[src/rtl/muldiv_unit.sv]
// Purpose: multi-cycle signed/unsigned multiply and divide unit holding the architectural Hi/Lo registers.
// Latency: MULT/DIV commit WIDTH cycles after the accepting edge; MTHI/MTLO and divide-by-zero complete on the accepting edge.
// Backpressure: busy is high during RUN, and any start seen while busy (or with a reserved op) is dropped, not queued.
//
// Ports:
//   clk, reset          rising-edge clock, asynchronous active-high reset
//   start, op, A, B     request strobe, opcode (MULTU/MULT/DIVU/DIV/MTHI/MTLO) and operands
//   busy, done          iteration in progress / one-cycle commit pulse
//   divByZero           sticky flag for a divide with B=0, cleared by the next accepted start
//   Hi, Lo              product high/low words, or remainder/quotient
module muldiv_unit #(
    parameter int WIDTH = 32,
    parameter int CNT_W = $clog2(WIDTH) + 1
) (
    input  logic             clk,
    input  logic             reset,
    input  logic             start,
    input  logic [2:0]       op,
    input  logic [WIDTH-1:0] A,
    input  logic [WIDTH-1:0] B,
    output logic             busy,
    output logic             done,
    output logic             divByZero,
    output logic [WIDTH-1:0] Hi,
    output logic [WIDTH-1:0] Lo
);

    localparam logic [2:0] OP_MTHI = 3'b100;
    localparam logic [2:0] OP_MTLO = 3'b101;

    typedef enum logic {IDLE, RUN} state_t;

    state_t               state, stateNxt;
    logic [CNT_W-1:0]     cnt, cntNxt;
    // Multiply: {partial product, remaining multiplier bits}.
    // Divide:   {partial remainder, remaining dividend / growing quotient}.
    logic [2*WIDTH-1:0]   acc, accNxt;
    logic [WIDTH-1:0]     magB, magBNxt;
    logic                 isDiv, isDivNxt;
    logic                 negQ, negQNxt;   // product sign (multiply) or quotient sign (divide)
    logic                 negR, negRNxt;   // remainder takes the dividend's sign
    logic [WIDTH-1:0]     hiNxt, loNxt;
    logic                 doneNxt, dbzNxt;

    logic [WIDTH:0]       sum;
    logic [WIDTH:0]       trial;
    logic [2*WIDTH-1:0]   step;
    logic [2*WIDTH-1:0]   prod;
    logic [WIDTH-1:0]     magA, magBIn;
    logic                 signedOp;

    assign busy = (state == RUN);

    always_ff @(posedge clk or posedge reset) begin
        if (reset) begin
            state     <= IDLE;
            cnt       <= '0;
            acc       <= '0;
            magB      <= '0;
            isDiv     <= 1'b0;
            negQ      <= 1'b0;
            negR      <= 1'b0;
            Hi        <= '0;
            Lo        <= '0;
            done      <= 1'b0;
            divByZero <= 1'b0;
        end else begin
            state     <= stateNxt;
            cnt       <= cntNxt;
            acc       <= accNxt;
            magB      <= magBNxt;
            isDiv     <= isDivNxt;
            negQ      <= negQNxt;
            negR      <= negRNxt;
            Hi        <= hiNxt;
            Lo        <= loNxt;
            done      <= doneNxt;
            divByZero <= dbzNxt;
        end
    end

    always_comb begin
        stateNxt = state;
        cntNxt   = cnt;
        accNxt   = acc;
        magBNxt  = magB;
        isDivNxt = isDiv;
        negQNxt  = negQ;
        negRNxt  = negR;
        hiNxt    = Hi;
        loNxt    = Lo;
        doneNxt  = 1'b0;
        dbzNxt   = divByZero;
        prod     = '0;

        // op[0] marks the signed variants of MULT/DIV.
        signedOp = op[0];
        magA     = (signedOp && A[WIDTH-1]) ? -A : A;
        magBIn   = (signedOp && B[WIDTH-1]) ? -B : B;

        // Shift-add: add the multiplicand to the upper half when the current multiplier bit is set.
        sum   = {1'b0, acc[2*WIDTH-1:WIDTH]} + {1'b0, magB};
        // Restoring divide: shift in the next dividend bit and try to subtract; the top bit is the borrow.
        trial = {acc[2*WIDTH-1:WIDTH], acc[WIDTH-1]} - {1'b0, magB};

        if (!isDiv) begin
            step = acc[0] ? {sum, acc[WIDTH-1:1]} : {1'b0, acc[2*WIDTH-1:1]};
        end else begin
            step = trial[WIDTH] ? {acc[2*WIDTH-2:0], 1'b0}
                                : {trial[WIDTH-1:0], acc[WIDTH-2:0], 1'b1};
        end

        unique case (state)
            IDLE: begin
                if (start && !(op[2] && op[1])) begin
                    dbzNxt = 1'b0;
                    if (op == OP_MTHI) begin
                        hiNxt   = A;
                        doneNxt = 1'b1;
                    end else if (op == OP_MTLO) begin
                        loNxt   = A;
                        doneNxt = 1'b1;
                    end else if (op[1] && (B == '0)) begin
                        dbzNxt  = 1'b1;
                        doneNxt = 1'b1;
                    end else begin
                        // Multiplication commutes, so both ops load |A| into the
                        // low half and keep |B| as the add/subtract operand.
                        stateNxt = RUN;
                        cntNxt   = '0;
                        accNxt   = {{WIDTH{1'b0}}, magA};
                        magBNxt  = magBIn;
                        isDivNxt = op[1];
                        negQNxt  = signedOp && (A[WIDTH-1] ^ B[WIDTH-1]);
                        negRNxt  = signedOp && A[WIDTH-1];
                    end
                end
            end
            RUN: begin
                accNxt = step;
                cntNxt = cnt + 1'b1;
                if (cnt == CNT_W'(WIDTH - 1)) begin
                    stateNxt = IDLE;
                    cntNxt   = '0;
                    doneNxt  = 1'b1;
                    if (isDiv) begin
                        // The most-negative / -1 case lands here with negQ=0 and a
                        // quotient of 2^(WIDTH-1), which reads back as the wrapped value.
                        loNxt = negQ ? -step[WIDTH-1:0] : step[WIDTH-1:0];
                        hiNxt = negR ? -step[2*WIDTH-1:WIDTH] : step[2*WIDTH-1:WIDTH];
                    end else begin
                        prod  = negQ ? -step : step;
                        hiNxt = prod[2*WIDTH-1:WIDTH];
                        loNxt = prod[WIDTH-1:0];
                    end
                end
            end
            default: stateNxt = IDLE;
        endcase
    end

endmodule

[config.mk]
export PLATFORM = sky130hd
export DESIGN_NAME = muldiv_unit
export DESIGN_NICKNAME = d
export VERILOG_FILES = /design/src/rtl/muldiv_unit.sv
export SDC_FILE = /design/constraint.sdc
export NUM_CORES = 1
export LEC_CHECK = 0
export CAP_MARGIN = 20
export CORE_UTILIZATION = 57
export DETAILED_ROUTE_END_ITERATION = 6
export PLACE_DENSITY = 0.76
export SYNTH_ARGS = -nofsm -noshare
export SYNTH_HDL_FRONTEND = slang
export SYNTH_SLANG_ARGS = --single-unit
[constraint.sdc]
create_clock -name clk -period 14.7 [get_ports clk]
set_clock_uncertainty 0.1 [all_clocks]
set_input_delay 2.94 -clock clk [delete_from_list [all_inputs] [get_ports clk]]
set_output_delay 2.94 -clock clk [all_outputs]
set_load 0.02 [all_outputs]
==> PnR_summary.wiki <==
{| class="wikitable"
! Metric !! Value
|-
| Run status || finished with violations
|-
| Failing checks || design-rule violations
|-
| DRC violation count after routing || 13
|-
| Critical path endpoint category || register
|-
| Layout overhead on the synthesized area || 13.7%
|-
| Post-detailed-placement half-perimeter wirelength || 34800 µm
|-
| Pin slew with the least headroom to its limit || 1.09 ns
|-
| GRT Residual Overflow || 0
|-
| Worst hold-check path type || reg -> reg
|-
| Final design utilization || 66.7%
|-
| Final WS setup || 7.94 ns
|-
| Most instantiated cells after synthesis || nand2_1, a21oi_1, o21ai_0
|-
| Maximum number of pins on one net before global-route repair || 107
|-
| Distinct cell type count of the synthesized netlist || 82
|-
| CTS tree || yes
|-
| Post-placement setup slack || 7.58 ns
|-
| Wire length of the first global-routing pass || 75900 µm
|-
| Register-to-register setup slack || 7.98 ns
|-
| Arrival time at the worst endpoint || 6.95 ns
|-
| Latest clock arrival within the worst-skew pair || 0.44 ns
|-
| Hold path depth || 2
|-
| Setup Viol. Count Final || 0
|-
| Worst Hold Launch || Hi[3]
|-
| Number of antenna-violating nets in the routed design || 0
|-
| Final worst path period share || 46.0%
|-
| Vias per cell || 6.39
|-
| Clock tree sinks || 172
|-
| Post CTS Setup Buffer Count || 0
|-
| CTS HTree Levels || 4
|-
| Cell type contributing the most total cell area after synthesis || dfrtp_1
|-
| Number of I/O port buffers || 136
|-
| Vias in the first global route || 14400
|-
| Placeable Area || 26300 µm²
|-
| Global-route total usage across every layer || 34.0%
|-
| Number of antenna violations at the first check in global routing || 0
|-
| Number of top-level pins || 137
|-
| EDFF count, synth || 0
|-
| Number of vias after detailed routing || 15300
|-
| Dominant cells by area after synthesis || dfrtp_1, nand2_1, a21oi_1
|-
| Aggregate routed wire length || 46900 µm
|-
| Achievable clock frequency || 148 MHz
|-
| Final-stage net count || 2184
|-
| Share of the synthesized area in the top cell type || 27.9%
|-
| Minimum period implied by the final worst setup slack || 6.76 ns
|-
| First-pass iteration count of the detailed router || 7
|-
| Worst hold endpoint || Hi[3]
|-
| Die height || 166 µm
|-
| Register bit count reported by yosys || 172
|-
| Die area || 27700 µm²
|-
| Worst Setup Start Kind || input port
|-
| Fin. max-slew vios || 0
|-
| Final-layout worst hold slack || 0.385 ns
|-
| Warning count from the yosys run || 0
|-
| Endpoint of the worst-slack reg-to-reg timing path || Hi[22]
|-
| ANT cells || 0
|-
| X dimension of the die || 166 µm
|-
| Startpoint of the most critical register-to-register path || acc[31]
|-
| Post-Synthesis Cell Area || 15400 µm²
|-
| Setup Total Neg Slack || 0 ns
|-
| Most frequent cell after synthesis || nand2_1
|-
| Critical path type || in -> reg
|-
| Hold Violations, Final || 0
|-
| Origin of the worst setup path || B[0]
|-
| CTS clk-pin slew, worst paths || 0.08 ns
|-
| Max-cap violations || 0
|-
| Clock tree root buffer cell || clkbuf_16
|-
| Starting DRC count in detailed routing || 1415
|-
| Gpl congestion || 1.00
|-
| Max Fanout on Critical Path || 61
|-
| Proportion of synthesized chip area in sequential cells || 27.9%
|-
| Worst slew margin relative to its limit || 27.2%
|-
| Avg Cell Area, Syn || 7.80 µm²
|-
| CTS max path bufs || 2
|-
| Data required time of the critical path || 14.89 ns
|-
| Initial core utilization || 58.7%
|-
| Prevailing post-synth register cell || dfrtp_1
|-
| CTS-repair resized insts || 0
|-
| FILL cells || 2276
|-
| Number of placement rows || 59
|-
| Depth of the worst register-to-register path || 22
|-
| Routed len/inst || 19.6 µm
|-
| Proportion of synthesized flip-flops having asynchronous set or reset || 100%
|-
| Instance count of the mapped netlist || 1977
|-
| Share of post-route cells with drive strength above 1 || 5.50%
|-
| Hold_buf cts || 0
|-
| Syn_nets || 2118
|-
| Setup repair after global routing missed its margin || false
|-
| CTS buffer count || 17
|}
cell usage in the layout (no fill, tap or decap), drive strengths merged, types with 14 or more instances in the layout:
master           n
a211oi          23
a21o            49
a21oi          197
a31oi           26
and2            14
and3            19
buf             18
clkbuf          18
clkdlybuf4s50  136
dfrtp          172
ha              69
inv             73
mux2            21
mux2i           73
nand2          269
nand2b          23
nand3           25
nand4           14
nor2           149
nor2b           20
nor3            54
nor3b           19
o211ai          16
o21a            14
o21ai          191
o221ai          17
o31ai           29
xnor2           85
xor2            67
metal layers:
| metal | GRT usage, % | vias to the layer above | part of all wire (%) |
|---|---|---|---|
| li1 | - | 7266 | - |
| met1 | 45.3 | 7222 | 43 |
| met2 | 55.8 | 691 | 46 |
| met3 | 4.33 | 110 | 7.0 |
| met4 | 13.8 | 0 | 3.4 |
| met5 | 0 | - | 0 |
per-stage QoR:
step | instance area, µm² | std cells
2_1_floorplan | 15400 | 1977
3_3_place_gp | 16900 | 2359
3_5_place_dp | 16900 | 2359
4_1_cts | 17500 | 2391
5_1_grt | 17500 | 2391
6_report | 17500 | 2391
worst max-delay path by stage:
stage,to,cells past startpoint
CTS,acc[31],16
detailed placement,acc[31],16
global placement,acc[31],16
finish,acc[31],16
global route,acc[31],16
floorplan,Hi[0],1
kinds of logic (layout without fill, tap and decap cells):
kind of cell / count (synthesis) / after routing / share of synthesized area [%]
xor gates and xnor gates: 152 / 152 / 8.64
and+or+nand+nor: 673 / 673 / 20.9
muxes: 94 / 94 / 6.27
adders and majority gates: 71 / 71 / 5.86
buffers and inverters: 174 / 253 / 4.54
DFF: 172 / 172 / 27.9
AOI/OAI and AO/OA: 641 / 641 / 25.8
worst max-delay path: stages:
cell and delay [ns]:
clkdlybuf4s50_1 0.46, inv_1 0.09, ha_1 0.19, nand2_1 0.07, nor3_1 0.34, nand2_1 0.18
nor3_1 0.34, nand2_1 0.27, nor3_1 0.54, and4b_1 0.37, nor2_1 0.09, nand2_2 0.07
buf_4 0.56, nor2_1 0.11, a211oi_1 0.23, a21oi_1 0.07
sequential cells by signal, summed over array words and instances (netlist names):
signal     flops
Lo            32
cnt            6
acc           64
divByZero      1
magB          32
negR           1
done           1
negQ           1
busy           1
Hi            32
isDiv          1
area by class of cell:
cell class	instances	area (µm²)	area share [%]
clock buffer	18	439	2.51
clock inverter	14	151	0.864
inverter	67	256	1.46
multi-input combinational	1631	10400	59.6
sequential	172	4310	24.6
tap	335	419	2.39
timing repair buffer	154	1500	8.54
Power is left out: the tool's default activity adds up to more than one toggle a clock period on the data nets, which glitch-free logic cannot reach.
